File: src/rtl/warp_xwb.sv
// warp_xwb: two-port register-file writeback arbiter for A/B results with a queued divider (C) path.
// Ports:
//   i_clk, i_rst                        clock, asynchronous active-high reset
//   i_a_valid/i_a_rd/i_a_data           A result, always owns write port 1
//   i_b_valid/i_b_rd/i_b_data           B result, always owns write port 2
//   i_c_valid/i_c_rd/i_c_data           C result, queued in a DIV_DEPTH FIFO
//   o_rd1_wen/o_rd1_addr/o_rd1_wdata    registered write port 1
//   o_rd2_wen/o_rd2_addr/o_rd2_wdata    registered write port 2
//   o_div_full, o_div_empty             FIFO occupancy flags
//   o_collision                         A and B hit the same rd (aligned with port 1 write)
//   o_overflow                          sticky: C result dropped on a full FIFO
module warp_xwb #(
    parameter int DIV_DEPTH = 4
) (
    input  logic        i_clk,
    input  logic        i_rst,
    input  logic        i_a_valid,
    input  logic [4:0]  i_a_rd,
    input  logic [63:0] i_a_data,
    input  logic        i_b_valid,
    input  logic [4:0]  i_b_rd,
    input  logic [63:0] i_b_data,
    input  logic        i_c_valid,
    input  logic [4:0]  i_c_rd,
    input  logic [63:0] i_c_data,
    output logic        o_rd1_wen,
    output logic [4:0]  o_rd1_addr,
    output logic [63:0] o_rd1_wdata,
    output logic        o_rd2_wen,
    output logic [4:0]  o_rd2_addr,
    output logic [63:0] o_rd2_wdata,
    output logic        o_div_full,
    output logic        o_div_empty,
    output logic        o_collision,
    output logic        o_overflow
);
    localparam int AW = $clog2(DIV_DEPTH);
    logic [4:0]    rd_mem   [DIV_DEPTH];
    logic [63:0]   data_mem [DIV_DEPTH];
    logic [AW-1:0] wp_q, wp_d, rp_q, rp_d;
    logic [AW:0]   cnt_q, cnt_d;
    logic          wen1_q, wen1_d, wen2_q, wen2_d, coll_q, coll_d, ovf_q, ovf_d;
    logic [4:0]    addr1_q, addr1_d, addr2_q, addr2_d, head_rd;
    logic [63:0]   data1_q, data1_d, data2_q, data2_d, head_data;
    logic          a_w, b_v, b_w, c_w, coll, full, head_ok, pop1, pop2, pop, push;
    always_comb begin
        a_w       = i_a_valid && i_a_rd != 5'd0;
        b_v       = i_b_valid && i_b_rd != 5'd0;
        c_w       = i_c_valid && i_c_rd != 5'd0;
        coll      = a_w && b_v && i_a_rd == i_b_rd;
        b_w       = b_v && !coll;
        full      = cnt_q == (AW+1)'(DIV_DEPTH);
        head_rd   = rd_mem[rp_q];
        head_data = data_mem[rp_q];
        // head must not target a register being written by A or B in the same cycle
        head_ok   = cnt_q != '0 && !(a_w && head_rd == i_a_rd) && !(b_w && head_rd == i_b_rd);
        pop1      = head_ok && !a_w;
        pop2      = head_ok && a_w && !b_w;
        pop       = pop1 || pop2;
        push      = c_w && (!full || pop);
        wen1_d    = a_w || pop1;
        addr1_d   = a_w ? i_a_rd : pop1 ? head_rd : 5'd0;
        data1_d   = a_w ? i_a_data : pop1 ? head_data : 64'd0;
        wen2_d    = b_w || pop2;
        addr2_d   = b_w ? i_b_rd : pop2 ? head_rd : 5'd0;
        data2_d   = b_w ? i_b_data : pop2 ? head_data : 64'd0;
        coll_d    = coll;
        ovf_d     = ovf_q || (c_w && full && !pop);
        wp_d      = wp_q + AW'(push);
        rp_d      = rp_q + AW'(pop);
        cnt_d     = cnt_q + (AW+1)'(push) - (AW+1)'(pop);
    end
    always_ff @(posedge i_clk or posedge i_rst) begin
        if (i_rst) begin
            wen1_q  <= 1'b0;
            addr1_q <= '0;
            data1_q <= '0;
            wen2_q  <= 1'b0;
            addr2_q <= '0;
            data2_q <= '0;
            coll_q  <= 1'b0;
            ovf_q   <= 1'b0;
            wp_q    <= '0;
            rp_q    <= '0;
            cnt_q   <= '0;
        end else begin
            wen1_q  <= wen1_d;
            addr1_q <= addr1_d;
            data1_q <= data1_d;
            wen2_q  <= wen2_d;
            addr2_q <= addr2_d;
            data2_q <= data2_d;
            coll_q  <= coll_d;
            ovf_q   <= ovf_d;
            wp_q    <= wp_d;
            rp_q    <= rp_d;
            cnt_q   <= cnt_d;
        end
    end
    // storage needs no reset: entries are only read while the count says they are live
    always_ff @(posedge i_clk) begin
        if (push) begin
            rd_mem[wp_q]   <= i_c_rd;
            data_mem[wp_q] <= i_c_data;
        end
    end
    assign o_rd1_wen   = wen1_q;
    assign o_rd1_addr  = addr1_q;
    assign o_rd1_wdata = data1_q;
    assign o_rd2_wen   = wen2_q;
    assign o_rd2_addr  = addr2_q;
    assign o_rd2_wdata = data2_q;
    assign o_collision = coll_q;
    assign o_overflow  = ovf_q;
    assign o_div_full  = cnt_q == (AW+1)'(DIV_DEPTH);
    assign o_div_empty = cnt_q == '0;
endmodule
File: config.mk
export PLATFORM = sky130hd
export DESIGN_NAME = warp_xwb
export DESIGN_NICKNAME = d
export VERILOG_FILES = /design/src/rtl/warp_xwb.sv
export SDC_FILE = /design/constraint.sdc
export NUM_CORES = 1
export LEC_CHECK = 0
export CAP_MARGIN = 20
export CORE_MARGIN = 2
export CORE_UTILIZATION = 54
export CTS_CLUSTER_SIZE = 12
export DETAILED_ROUTE_END_ITERATION = 8
export GPL_ROUTABILITY_DRIVEN = 1
export GPL_TIMING_DRIVEN = 0
export PLACE_DENSITY = 0.84
export SLEW_MARGIN = 20
export SYNTH_ARGS = -nofsm -noshare
export SYNTH_HDL_FRONTEND = slang
export SYNTH_SLANG_ARGS = --single-unit
File: constraint.sdc
create_clock -name i_clk -period 13.9 [get_ports i_clk]
set_clock_uncertainty 0.05 [all_clocks]
set_input_delay 3.475 -clock i_clk [delete_from_list [all_inputs] [get_ports i_clk]]
set_output_delay 3.475 -clock i_clk [all_outputs]
set_load 0.03 [all_outputs]
### After elaboration in Yosys (flattened, before gate mapping)

Memory sizes are Yosys's and may differ from the RTL's.
Cells that the tools add are included.
W data, S select, Z words.

| cells by class | value |
|---|---|
| add/subtract/negate cells | 4 |
| equal/unequal tests | 4 |
| multiplexer cells | 10 |
| reductions and logical operators | 33 |

Operator list:

| operator | number |
|---|---|
| $mux W64 | 4 |
| $mux W5 | 4 |
| $logic_and A1 B1 Y1 | 16 |
| $eq A5 B5 Y1 | 3 |
| $reduce_bool A5 Y1 | 3 |
| $logic_not A1 Y1 | 7 |
| $logic_or A1 B1 Y1 | 5 |
| $add A2 B1 Y2 | 2 |
| $add A3 B1 Y3 | 1 |
| $eq A3 B3 Y1 const B | 1 |
| $logic_not A3 Y1 | 1 |
| $reduce_bool A3 Y1 | 1 |
| $sub A3 B1 Y3 | 1 |
| $mux W1 | 2 |

| storage, ports and cells | value |
|---|---|
| register bits after elaboration | 149 |
| memory bits (writable) | 276 |
| bits of input ports | 212 |
| output and inout port bits | 144 |
| logic and storage cells | 64 |
| memories | 2 |

Memories:

| name | words | width | read ports | clocked after Yosys merged registers in | wr ports | RTL line | text |
|---|---|---|---|---|---|---|---|
| data_mem | 4 | 64 | 1 | 0 | 1 | 39 | `logic [63:0] data_mem [DIV_DEPTH];` |
| rd_mem | 4 | 5 | 1 | 0 | 1 | 38 | `logic [4:0] rd_mem [DIV_DEPTH];` |

### Logic depth before layout (Yosys ltp)

| logic depth | value |
|---|---|
| depth after elaboration | 16 |
| gate-level depth with buffers | 12 |
| mapped depth without buffers | 10 |

### Worst setup path before layout

No wires, ideal clock.

| path | value |
|---|---|
| path type | input to register |
| from | input port i_b_rd[1] |
| to | memory data_mem[1][0] (enable) |
| library setup time | 0.690 ns |
| data arrival time | 11.849 ns |
| data required time | 13.160 ns |
| slack | 1.311 ns |
| cell stages on the path | 7 |
| buffers on the path | 1 |
| path through | or4_1 o21a_1 o31ai_1 o31a_1 buf_2 a21oi_1 nor4b_1 |

| on the way | value |
|---|---|
| longest elaborated chain between the ends | 16 |
| elaborated cells on any way between the ends | 20 |
| those cells by class | 2 x eq/ne; 2 x mux; 16 x reduce/logical |

Ends and longest elaborated chain:

| item | RTL line | text |
|---|---|---|
| start, declared | 21 | `input logic [4:0] i_b_rd,` |
| $reduce_bool A5 Y1 | 48 | `b_v = i_b_valid && i_b_rd != 5'd0;` |
| $logic_and A1 B1 Y1 | 48 |  |
| $logic_and A1 B1 Y1 (2 in series) | 50 | `coll = a_w && b_v && i_a_rd == i_b_rd;` |
| $logic_not A1 Y1 | 51 | `b_w = b_v && !coll;` |
| $logic_and A1 B1 Y1 | 51 |  |
| $logic_and A1 B1 Y1 | 56 | `head_ok = cnt_q != '0 && !(a_w && head_rd == i_a_rd) && !(b_w && head_rd == i_b_rd);` |
| $logic_not A1 Y1 | 56 |  |
| $logic_and A1 B1 Y1 | 56 |  |
| $logic_and A1 B1 Y1 (2 in series) | 58 | `pop2 = head_ok && a_w && !b_w;` |
| $logic_or A1 B1 Y1 * | 59 | `pop = pop1 \|\| pop2;` |
| $logic_or A1 B1 Y1 * | 60 | `push = c_w && (!full \|\| pop);` |
| $logic_and A1 B1 Y1 * | 60 |  |
| $mux W1 * | 102 | `if (push) begin` |
| $mux W1 (not written as such) * | 104 | `data_mem[wp_q] <= i_c_data;` |
| end, declared | 39 |  |

Every way passes the cells marked *; elsewhere a longest branch is shown, timed or not.

### Worst setup path after layout

| path | value |
|---|---|
| from | input port i_a_rd[1] |
| to | memory data_mem[2][44] (enable) |

| on the way | value |
|---|---|
| longest elaborated chain between the ends | 16 |
| elaborated cells on any way between the ends | 24 |
| those cells by class | 2 x eq/ne; 2 x mux; 20 x reduce/logical |

Ends and longest elaborated chain:

| item | RTL line | text |
|---|---|---|
| start, declared | 18 | `input logic [4:0] i_a_rd,` |
| $reduce_bool A5 Y1 | 47 | `a_w = i_a_valid && i_a_rd != 5'd0;` |
| $logic_and A1 B1 Y1 | 47 |  |
| $logic_and A1 B1 Y1 (2 in series) | 50 |  |
| $logic_not A1 Y1 | 51 |  |
| $logic_and A1 B1 Y1 | 51 |  |
| $logic_and A1 B1 Y1 | 56 |  |
| $logic_not A1 Y1 | 56 |  |
| $logic_and A1 B1 Y1 | 56 |  |
| $logic_and A1 B1 Y1 (2 in series) | 58 |  |
| $logic_or A1 B1 Y1 * | 59 |  |
| $logic_or A1 B1 Y1 * | 60 |  |
| $logic_and A1 B1 Y1 * | 60 |  |
| $mux W1 * | 102 |  |
| $mux W1 (not written as such) * | 104 |  |

Marked as above.

==> flow_summary.toml <==
[critical_path]
critPathSlowestCell = "nor4b_2"
crit_path_max_incr_delay_ps = 690
cpMostUsedCell = "buf_2"
crit_required_ps = 14060
critPathArrivalTime_ps = 8890
crit_type = "in2reg"
cp_cell_sequence = "clkdlybuf4s50_1, or4_1, o21ai_2, o32a_1, a21oi_1, nor4b_2, buf_4, buf_2, buf_2, buf_4, buf_2, buf_2, buf_2, buf_4, buf_2, buf_4, buf_2"
critical_path.top_delay_family = "buffers and inverters"
critPathBufInv = 12
cp-end-kind = "flop"
start_kind = "input port"
critPathMaxFanout = 8

[clocking]
clkTransAtPathRegs_ps = 60
cts_setup_buffers = 0
clock-sinks = 425
cts_resized = 0
cts_tree = "done"
ctsHoldBuffers = 0
cts-root-buf = "clkbuf_16"
htreeDepth = 2
cts_buffers = 42
cts_buffer_depth = 3
worstSkewPairLatency_ps = 520

[timing]
worstMarginPinSlew_ps = 935
post-route-min-period_ps = 8730
slew_viol_final = 0
setup_slack_ps = 5170
hold_violations = 0
final.period_utilization_pct = 62.8
fmax_ghz = 0.115
grt_setup_unrepaired = "no"
setup_violations = 0
relSlewSlack_pct = 37.7

[detailed_routing]
dr.pass1.iters = 5
avgRoutedWirePerCell_um = 22.7
drc = 0
routed_wirelength_mm = 39.8
vias_per_cell = 5.59
first_iter_violations = 754
detail-route-antenna-nets = 0
vias = 9801

[synth]
synth-edff-count = 276
synthFlopType = "edfxtp_1"
synth_top_family_by_area = "multiplexers"
postSynthCellCount = 886
synth_top_area_share_pct = 52.7
synth.area.top_cells = "edfxtp_1, dfrtp_1, mux4_2, a22o_1, nand2_1"
ys_types = 36
async_reset_ff_share_pct = 35.1
synthAdderAreaFrac_pct = 0.366
syn-mean-instance-area_um2 = 17.8
synth_mux_area_share_pct = 9.97
synth_xor_area_share_pct = 1.06
synth_top_cell_by_area = "edfxtp_1"
seq_area_frac_synth_pct = 76.4
ys_ff_latch = 425
syn-num-nets = 1102
syn-cell-area_mm2 = 0.0157
synth-simple-area-share_pct = 6.19
ys_warn_count = 0
synth-compound-area-share_pct = 4.53

[grt]
grt_pass1_vias = 10500
grt_max_degree = 88
grt.total_usage_pct = 26.2
grt_first_pass_wirelength_mm = 60.5
antenna_found_initial = 4
grt_overflow = 0

[worst_hold_path]
worstHoldPathType = "reg2reg"

[floorplan]
dieArea_mm2 = 0.0305
die_h_um = 175
core.rowCount = 62
die_x_um = 175
initial_utilization_pct = 54.8
coreArea_mm2 = 0.0287
io_pins = 356

[power]
ir_drop_mv = 0.163
p_leak_nw = 8.14
pwr_density_cell_mw_per_mm2 = 200

[place]
dp_hpwl_mm = 28.1
portBuffers = 353
gp_congestion = 0.864
post-place-ws_ps = 4650

[outcome]
status = "finished, final reports clean"

[final_layout]
final_cell_mix = "clkdlybuf4s50_1, edfxtp_1, dfrtp_1"
layout_commonest_cell = "clkdlybuf4s50_1"
num-nets-final = 1548
drive_gt1_share_pct = 13.6
post-route-util_pct = 74.5
nFillCells = 1769
syn_to_final_growth_pct = 35.9

[run]
drv_cap = 0
==> cells by family after synthesis <==
logic type	Yosys count
muxes	70
adders and majority gates	4
DFF	425
buffers and inverters	59
xor gates and xnor gates	19
and+or+nand+nor	226
AOI/OAI and AO/OA	83
==> routing by layer <==
layer | GRT usage, % | part of all wire [%] | up-vias
met5 | 0 | 0 | -
met4 | 8.65 | 3.0 | 0
met3 | 5.92 | 7.9 | 81
met2 | 45.3 | 51 | 435
met1 | 33.3 | 38 | 4981
li1 | - | - | 4304
==> through the flow <==
| stage | hold WS, ps | std cells | total power, mW | setup TNS, ps | instance area, um^2 |
|---|---|---|---|---|---|
| 3_3_place_gp | 418 | 1623 | 3.24 | -1066820 | 19800 |
| 6_report | 436 | 1752 | 4.28 | 0 | 21400 |
| 3_5_place_dp | 421 | 1672 | 3.26 | 0 | 20100 |
| 2_1_floorplan | 443 | 886 | 2.67 | 0 | 15700 |
| 5_1_grt | 469 | 1752 | 4.45 | 0 | 21400 |
| 4_1_cts | 436 | 1748 | 4.30 | 0 | 21400 |
==> report_power, final <==
group	total [mW]	internal, mW	switching (mW)
logic	1.51	0.647	0.858
registers	1.73	1.66	0.0779
clock network	1.04	0.598	0.440
==> cell type report <==
cell class	count	area, um^2	area share [%]
antenna	4	10.0	0.0468
buffer	54	220	1.03
clock buffer	74	1230	5.76
clock inverter	2	13.8	0.0644
inverter	5	26.3	0.123
multi-input combinational	402	3500	16.4
sequential	425	12000	56.2
tap	384	480	2.25
timing repair buffer	402	3880	18.1
==> worst paths after layout <==
path                                              to                  from  slack (ps)  cells after the start
max in group asynchronous   o_rd1_wdata[6]$_DFF_PP0_                 i_rst        9610                      3
max reg2reg                data_mem[2][44]$_DFFE_PP_     rp_q[0]$_DFF_PP0_        8240                     19
min                             o_overflow$_DFF_PP0_  o_overflow$_DFF_PP0_         440                      2
min reg2reg                     o_overflow$_DFF_PP0_  o_overflow$_DFF_PP0_         440                      2
max                        data_mem[2][44]$_DFFE_PP_             i_a_rd[1]        5170                     17
min in group asynchronous    o_rd2_addr[2]$_DFF_PP0_                 i_rst        3350                      2
==> state kept, by name, indices dropped and copies added, names as in the netlist <==
register,cells
data_mem,256
o_rd2_wen,1
o_rd1_wdata,64
wp_q,2
rd_mem,20
rp_q,2
o_rd2_wdata,64
cnt_q,3
o_rd1_wen,1
o_rd1_addr,5
o_collision,1
o_overflow,1
o_rd2_addr,5
==> worst min-delay path: cells and delay by family (launching register included) <==
kind | cells | cell delay [ps]
flops | 1 | 350
compound gates | 1 | 60
buf+inv | 1 | 40
==> cells in the mapped netlist, types with 2 or more instances <==
cell type  instances
xor2_1             4
o21a_1             2
ha_1               3
a22o_1            69
o21ai_1            2
nor3_1             2
or4_1              3
dfrtp_1          149
edfxtp_1         276
mux4_2            69
nor2_1             5
clkbuf_1          38
nor4b_1            2
nand3_1           68
xnor2_1           15
nand4_1            2
buf_2              7
nand2_1          140
inv_1              5
o31ai_1            2
buf_1              7
a32o_1             2
Power figures use the tool's default switching activity.
